==> src/rtl/gfield_div_eight.sv <==
// Sequential GF(2^8) divider: q = a / b computed as a * b^254.
// Eight rounds of square-and-multiply, each round built from two bit-serial
// MSB-first multipliers running in lock-step (acc*sq and sq*sq).
// Port vectors use [0:7] ordering (bit 0 = x^7 coefficient); internally the
// datapath is [7:0] with bit 7 = x^7, so a plain assignment maps one onto the other.
module gfield_div_eight #(
  parameter logic [8:0] POLY = 9'h11B
) (
  input  logic       clk,
  input  logic       reset,
  input  logic       start,
  input  logic [0:7] a,
  input  logic [0:7] b,
  output logic       busy,
  output logic       done,
  output logic [0:7] q,
  output logic       err
);

  typedef enum logic [1:0] {
    IDLE = 2'd0,
    RUN  = 2'd1,
    DONE = 2'd2
  } state_t;

  state_t     state_r;
  state_t     state_s;

  logic [7:0] acc_r;     // running product, ends as a * b^254
  logic [7:0] sq_r;      // repeated square of b
  logic [7:0] pa_r;      // partial product for acc * sq
  logic [7:0] ps_r;      // partial product for sq * sq
  logic [2:0] step_r;    // bit-step within a round, 0..7
  logic [2:0] rnd_r;     // round index, 0..7
  logic       zdiv_r;    // captured divisor was zero

  logic [7:0] a_s;
  logic [7:0] b_s;
  logic       ybit_s;
  logic [7:0] pa_next_s;
  logic [7:0] ps_next_s;
  logic       last_step_s;
  logic       last_rnd_s;

  // Multiply by x with reduction modulo POLY (only the low 8 bits matter).
  function automatic logic [7:0] xt(input logic [7:0] p);
    xt = {p[6:0], 1'b0} ^ (p[7] ? POLY[7:0] : 8'h00);
  endfunction

  // Re-order inputs into the internal bit numbering.
  always_comb begin
    a_s = a;
    b_s = b;
  end

  // One MSB-first step of both bit-serial multipliers; the partial product
  // restarts from zero on step 0 so no separate clear cycle is needed.
  always_comb begin
    ybit_s      = sq_r[3'd7 - step_r];
    pa_next_s   = xt((step_r == 3'd0) ? 8'h00 : pa_r) ^ (ybit_s ? acc_r : 8'h00);
    ps_next_s   = xt((step_r == 3'd0) ? 8'h00 : ps_r) ^ (ybit_s ? sq_r  : 8'h00);
    last_step_s = (step_r == 3'd7);
    last_rnd_s  = (rnd_r == 3'd7);
  end

  // Next-state logic for the IDLE/RUN/DONE handshake.
  always_comb begin
    state_s = state_r;
    case (state_r)
      IDLE: begin
        if (start) begin
          if (b_s == 8'h00) begin
            state_s = DONE;
          end else begin
            state_s = RUN;
          end
        end else begin
          state_s = IDLE;
        end
      end
      RUN: begin
        if (last_step_s && last_rnd_s) begin
          state_s = DONE;
        end else begin
          state_s = RUN;
        end
      end
      DONE: begin
        state_s = IDLE;
      end
      default: begin
        state_s = IDLE;
      end
    endcase
  end

  // State register.
  always_ff @(posedge clk) begin
    if (reset) begin
      state_r <= IDLE;
    end else begin
      state_r <= state_s;
    end
  end

  // Operand capture and square-and-multiply datapath; round 0 only squares,
  // later rounds update acc and sq together from the same old sq.
  always_ff @(posedge clk) begin
    if (reset) begin
      acc_r  <= 8'h00;
      sq_r   <= 8'h00;
      pa_r   <= 8'h00;
      ps_r   <= 8'h00;
      step_r <= 3'd0;
      rnd_r  <= 3'd0;
      zdiv_r <= 1'b0;
    end else begin
      case (state_r)
        IDLE: begin
          if (start) begin
            acc_r  <= a_s;
            sq_r   <= b_s;
            step_r <= 3'd0;
            rnd_r  <= 3'd0;
            zdiv_r <= (b_s == 8'h00);
          end
        end
        RUN: begin
          pa_r   <= pa_next_s;
          ps_r   <= ps_next_s;
          step_r <= step_r + 3'd1;
          if (last_step_s) begin
            sq_r  <= ps_next_s;
            rnd_r <= rnd_r + 3'd1;
            if (rnd_r != 3'd0) begin
              acc_r <= pa_next_s;
            end
          end
        end
        default: begin
          acc_r <= acc_r;
        end
      endcase
    end
  end

  // Registered handshake and result outputs; q/err change only when done fires.
  always_ff @(posedge clk) begin
    if (reset) begin
      busy <= 1'b0;
      done <= 1'b0;
      q    <= 8'h00;
      err  <= 1'b0;
    end else begin
      busy <= (state_s == RUN);
      done <= (state_r == DONE);
      if (state_r == DONE) begin
        q   <= zdiv_r ? 8'h00 : acc_r;
        err <= zdiv_r;
      end
    end
  end

endmodule
==> config.mk <==
export PLATFORM = sky130hd
export DESIGN_NAME = gfield_div_eight
export DESIGN_NICKNAME = d
export VERILOG_FILES = /design/src/rtl/gfield_div_eight.sv
export SDC_FILE = /design/constraint.sdc
export NUM_CORES = 1
export LEC_CHECK = 0
export CAP_MARGIN = 20
export CORE_UTILIZATION = 45
export CTS_CLUSTER_DIAMETER = 30
export DETAILED_ROUTE_END_ITERATION = 10
export PLACE_DENSITY = 0.66
export SYNTH_ARGS = -nofsm -noshare
export SYNTH_HDL_FRONTEND = slang
export SYNTH_SLANG_ARGS = --single-unit
export TNS_END_PERCENT = 10
==> constraint.sdc <==
create_clock -name clk -period 2.3 [get_ports clk]
set_input_delay 0.46 -clock clk [delete_from_list [all_inputs] [get_ports clk]]
set_output_delay 0.46 -clock clk [all_outputs]
set_load 0.03 [all_outputs]
==> out/results.txt, run 1 <==
The run finished with clean final reports. Library cell with the largest summed area after synthesis: sky130_fd_sc_hd__dfxtp_1. For the sum of negative setup slack, the log shows 0 ps. For the final database, setup skew stands at 3.253 ps.

CTS built an H-tree with a depth of 2. The placeable core region was 0.005956 sq mm. The most critical setup path has its startpoint at step_r[0]$_SDFFE_PP0P_. Summing over every cut layer, the via total after detailed routing is 2434. In the synthesized netlist the async set-or-reset flop fraction comes to 0%.

After filler insertion, the fill cell instance count of the layout stands at 579. For the pin with the worst max-slew slack, the measured transition is 610.3 ps. The worst ir drop on vdd is 0.4192 mV, and the number of hold buffers added after CTS is 0. In the post-synthesis netlist, the biggest area contributors are sky130_fd_sc_hd__dfxtp_1 37%, sky130_fd_sc_hd__xnor2_1 6.3%, sky130_fd_sc_hd__nor2_1 5.5%. The number of DRC violations after detailed-routing iteration 0 is 127, and the mean routed wirelength per cell is 13.81 um.

The number of antenna diodes in the final layout is 0. The cell with the largest stage delay on the worst path is sky130_fd_sc_hd__mux4_2. The via count of the first global-routing pass is 2128. The wire-length estimate of the detail-placed layout is 4321 um.

Across all setup checks in the final design, the least slack found is 270.5 ps. The reg-to-reg startpoint is step_r[0]$_SDFFE_PP0P_. From left edge to right edge, the die measures 80.90 um. The detailed-router iteration count before antenna repair was 4; the netlist area before placement was 0.002801 sq mm.

After clock tree synthesis, the clock-pin slew on the worst setup and hold paths is 100 ps. For the die footprint, the log shows 0.006545 sq mm. In this run the most critical hold path is launched from q[2]$_SDFFE_PP0P_.

Distinct cell type count of the synthesized netlist: 38. For the number of buffers between clock root and the deepest sink, the log shows 2. STA puts the critical path data arrival time at 2210 ps.

The maximum fanout count along the critical path is 19. Summed over its instances, the top area cell type makes up 37.16% of the synthesized netlist area. The tools report the endpoint required time on the critical path as 2480 ps. Counting flops and latches in the post-synthesis netlist gives 52.

The element type at the critical path end was a flip-flop. The startpoint type of the worst setup path was a flip-flop. The critical path goes through mux4_2 -> mux2_2 -> buf_12 -> a31o_2 -> o22ai_1 -> nor2_1. During synthesis, Yosys emitted a total of 0 warnings. Static timing analysis puts the maximum clock frequency at 492.7 MHz. From bottom edge to top edge, the die measures 80.90 um. The routed via count divided by cell count was 5.421. The root buffer cell chosen for the clock tree is sky130_fd_sc_hd__clkbuf_8. Final count of hold timing violations: 0. Among all flip-flop cells after synthesis, the most frequent one is sky130_fd_sc_hd__dfxtp_1.

The min-delay analysis places its worst path in the category flip-flop to flip-flop. The share of the Yosys chip area taken by registers is 37.16%. Counting the buffers created by CTS gives 5. TritonCTS built the clock tree. In this design, the stage delay of the slowest critical-path cell is 510 ps. In this run the tool buffered the top-level ports with 29 buffer cells.

Counting every instance in the synthesized netlist gives 350. Dividing total power by cell area gives a power density of 617.2 mW/mm^2. The logs give 1.229 nW for the cell leakage power and 0 for the count of antenna-violating nets left after detailed routing. Setup repair after global routing left no endpoint under its margin.

For this run the aggregate overflow at the end of global routing stands at 0. Timing analysis after detailed placement gives a worst setup slack of 280.8 ps. For the post-cts sizing count, the log shows 0.

The part of the cycle the worst path needs was 88.24%; the final number of setup-violating endpoints was 0. The count of flip-flops with a built-in enable after synthesis came out at 0. Number of buffers added for setup after CTS: 0. The logs give 2.055 mW for the sum of internal, switching and leakage power and 28 for the total number of placement rows. The initial antenna violation count was 0; the clock period minus worst slack was 2030 ps.

The number of max-slew violations in the final report is 0, and the initial core utilization is 47.04%. The average cell area after synthesis was 8.004 sq um; the final wirelength was 6201 um. The area growth from synthesis to layout came out at 18.85%.

In this run the tightest slew margin relative to its limit is 59.31%. Ranked by instance count, the synthesized netlist is headed by 52 x sky130_fd_sc_hd__dfxtp_1, 41 x sky130_fd_sc_hd__nor2_1, 38 x sky130_fd_sc_hd__nand2_1, 29 x sky130_fd_sc_hd__a21oi_1. CTS saw 52 sinks.

Yosys instantiated no cell more often than sky130_fd_sc_hd__dfxtp_1. At the end of routability-driven placement, the weighted congestion stood at 0.8386. The run gives 398 as the final-stage net count.

Entering global routing, the biggest net connects 30 pins. In the routed design, unresolved DRC markers number 0. The global-route wire length before repair is 10360 um, and the clock latency of the later-clocked register in the worst-skew pair is 300 ps.

The synthesized netlist net count came out at 375. The post-route netlist has 9.358% of its cells at a drive strength greater than 1. Pin placement for this block handled 30 I/O pins.

The worst setup path is of the flip-flop to flip-flop kind. For this run, the total global-route usage over all layers was measured as 20.24%. Number of max-cap violations: 0.
==> through the flow <==
step	instances	area [sq um]	util [%]	hold slack, ps
finish	449	3329	55.90	493.4
global route	449	3329	55.90	519.3
CTS	449	3329	55.90	499.4
detailed placement	441	3214	53.97	473.8
global placement	441	3214	53.97	472.8
floorplan	350	2801	-	466.3
==> layer usage <==
metal	vias to the layer above	GRT usage (%)	part of all wire (%)
met5	-	0	0
met4	0	3.929	0.56
met3	4	3.483	3.0
met2	30	32.44	46
met1	1131	28.50	50
li1	1269	-	-
==> state kept, by name (all words and copies together) (netlist names) <==
| name | flops |
|---|---|
| step_r | 3 |
| rnd_r | 3 |
| pa_r | 8 |
| q | 8 |
| busy | 1 |
| sq_r | 8 |
| err | 1 |
| ps_r | 8 |
| state_r | 2 |
| zdiv_r | 1 |
| acc_r | 8 |
| done | 1 |
==> area by class of cell <==
type / count / area, sq um / share of cell area [%]
inverter: 12 / 45.04 / 1.353
clock inverter: 3 / 46.29 / 1.390
multi-input combinational: 258 / 1599 / 48.03
clock buffer: 5 / 68.82 / 2.067
timing repair buffer: 44 / 435.4 / 13.08
tap: 75 / 93.84 / 2.818
sequential: 52 / 1041 / 31.27
==> critical path: cells and delay by family, from the launching register on <==
family / cells / cell delay, ps
compound gates: 2 / 330
buf+inv: 1 / 190
flops: 1 / 430
mux: 2 / 900
simple gates: 1 / 60
==> report_power, final <==
part / internal (mW) / total (mW) / switching [mW]
clock: 0.328 / 0.654 / 0.325
sequential: 0.952 / 1.01 / 0.0568
combinational: 0.189 / 0.392 / 0.203
total: 1.47 / 2.06 / 0.585
==> cell usage in the layout (no fill, tap or decap), types with 7 or more instances in the layout <==
master	count
sky130_fd_sc_hd__a211oi_1	11
sky130_fd_sc_hd__a21oi_1	29
sky130_fd_sc_hd__buf_4	12
sky130_fd_sc_hd__clkdlybuf4s50_1	28
sky130_fd_sc_hd__dfxtp_1	52
sky130_fd_sc_hd__inv_1	12
sky130_fd_sc_hd__mux2i_1	8
sky130_fd_sc_hd__nand2_1	38
sky130_fd_sc_hd__nand3_1	11
sky130_fd_sc_hd__nor2_1	41
sky130_fd_sc_hd__nor3_1	8
sky130_fd_sc_hd__nor3b_1	9
sky130_fd_sc_hd__o21ai_0	9
sky130_fd_sc_hd__o32ai_1	7
sky130_fd_sc_hd__xnor2_1	20
==> cell families (layout without fill, tap and decap cells) <==
group           after synthesis  after routing  synth area share, %
xor+xnor                     26             26                8.129
compound gates               87             87                19.79
fa+ha+maj                     6              6                2.680
flops                        52             52                37.16
simple gates                128            128                21.53
buf+inv                      40             64                5.851
mux                          11             11                4.868
==> path summary, 6_finish.rpt <==
kind | endpoint | slack (ps) | cells past startpoint
max | ps_r[6]$_SDFFE_PP0P_ | 270 | 6
min reg2reg | q[2]$_SDFFE_PP0P_ | 490 | 2
max reg2reg | ps_r[6]$_SDFFE_PP0P_ | 270 | 6
min | q[2]$_SDFFE_PP0P_ | 490 | 2
(Power assumes the default switching activity.)
==> inputs of run 2 (changes only) <==
Settings changed: CAP_MARGIN 20 to 40, HOLD_SLACK_MARGIN set to 0.15.
==> results of run 2 <==
Same layout as run 1: the final DEF is identical, and so are final timing and power.
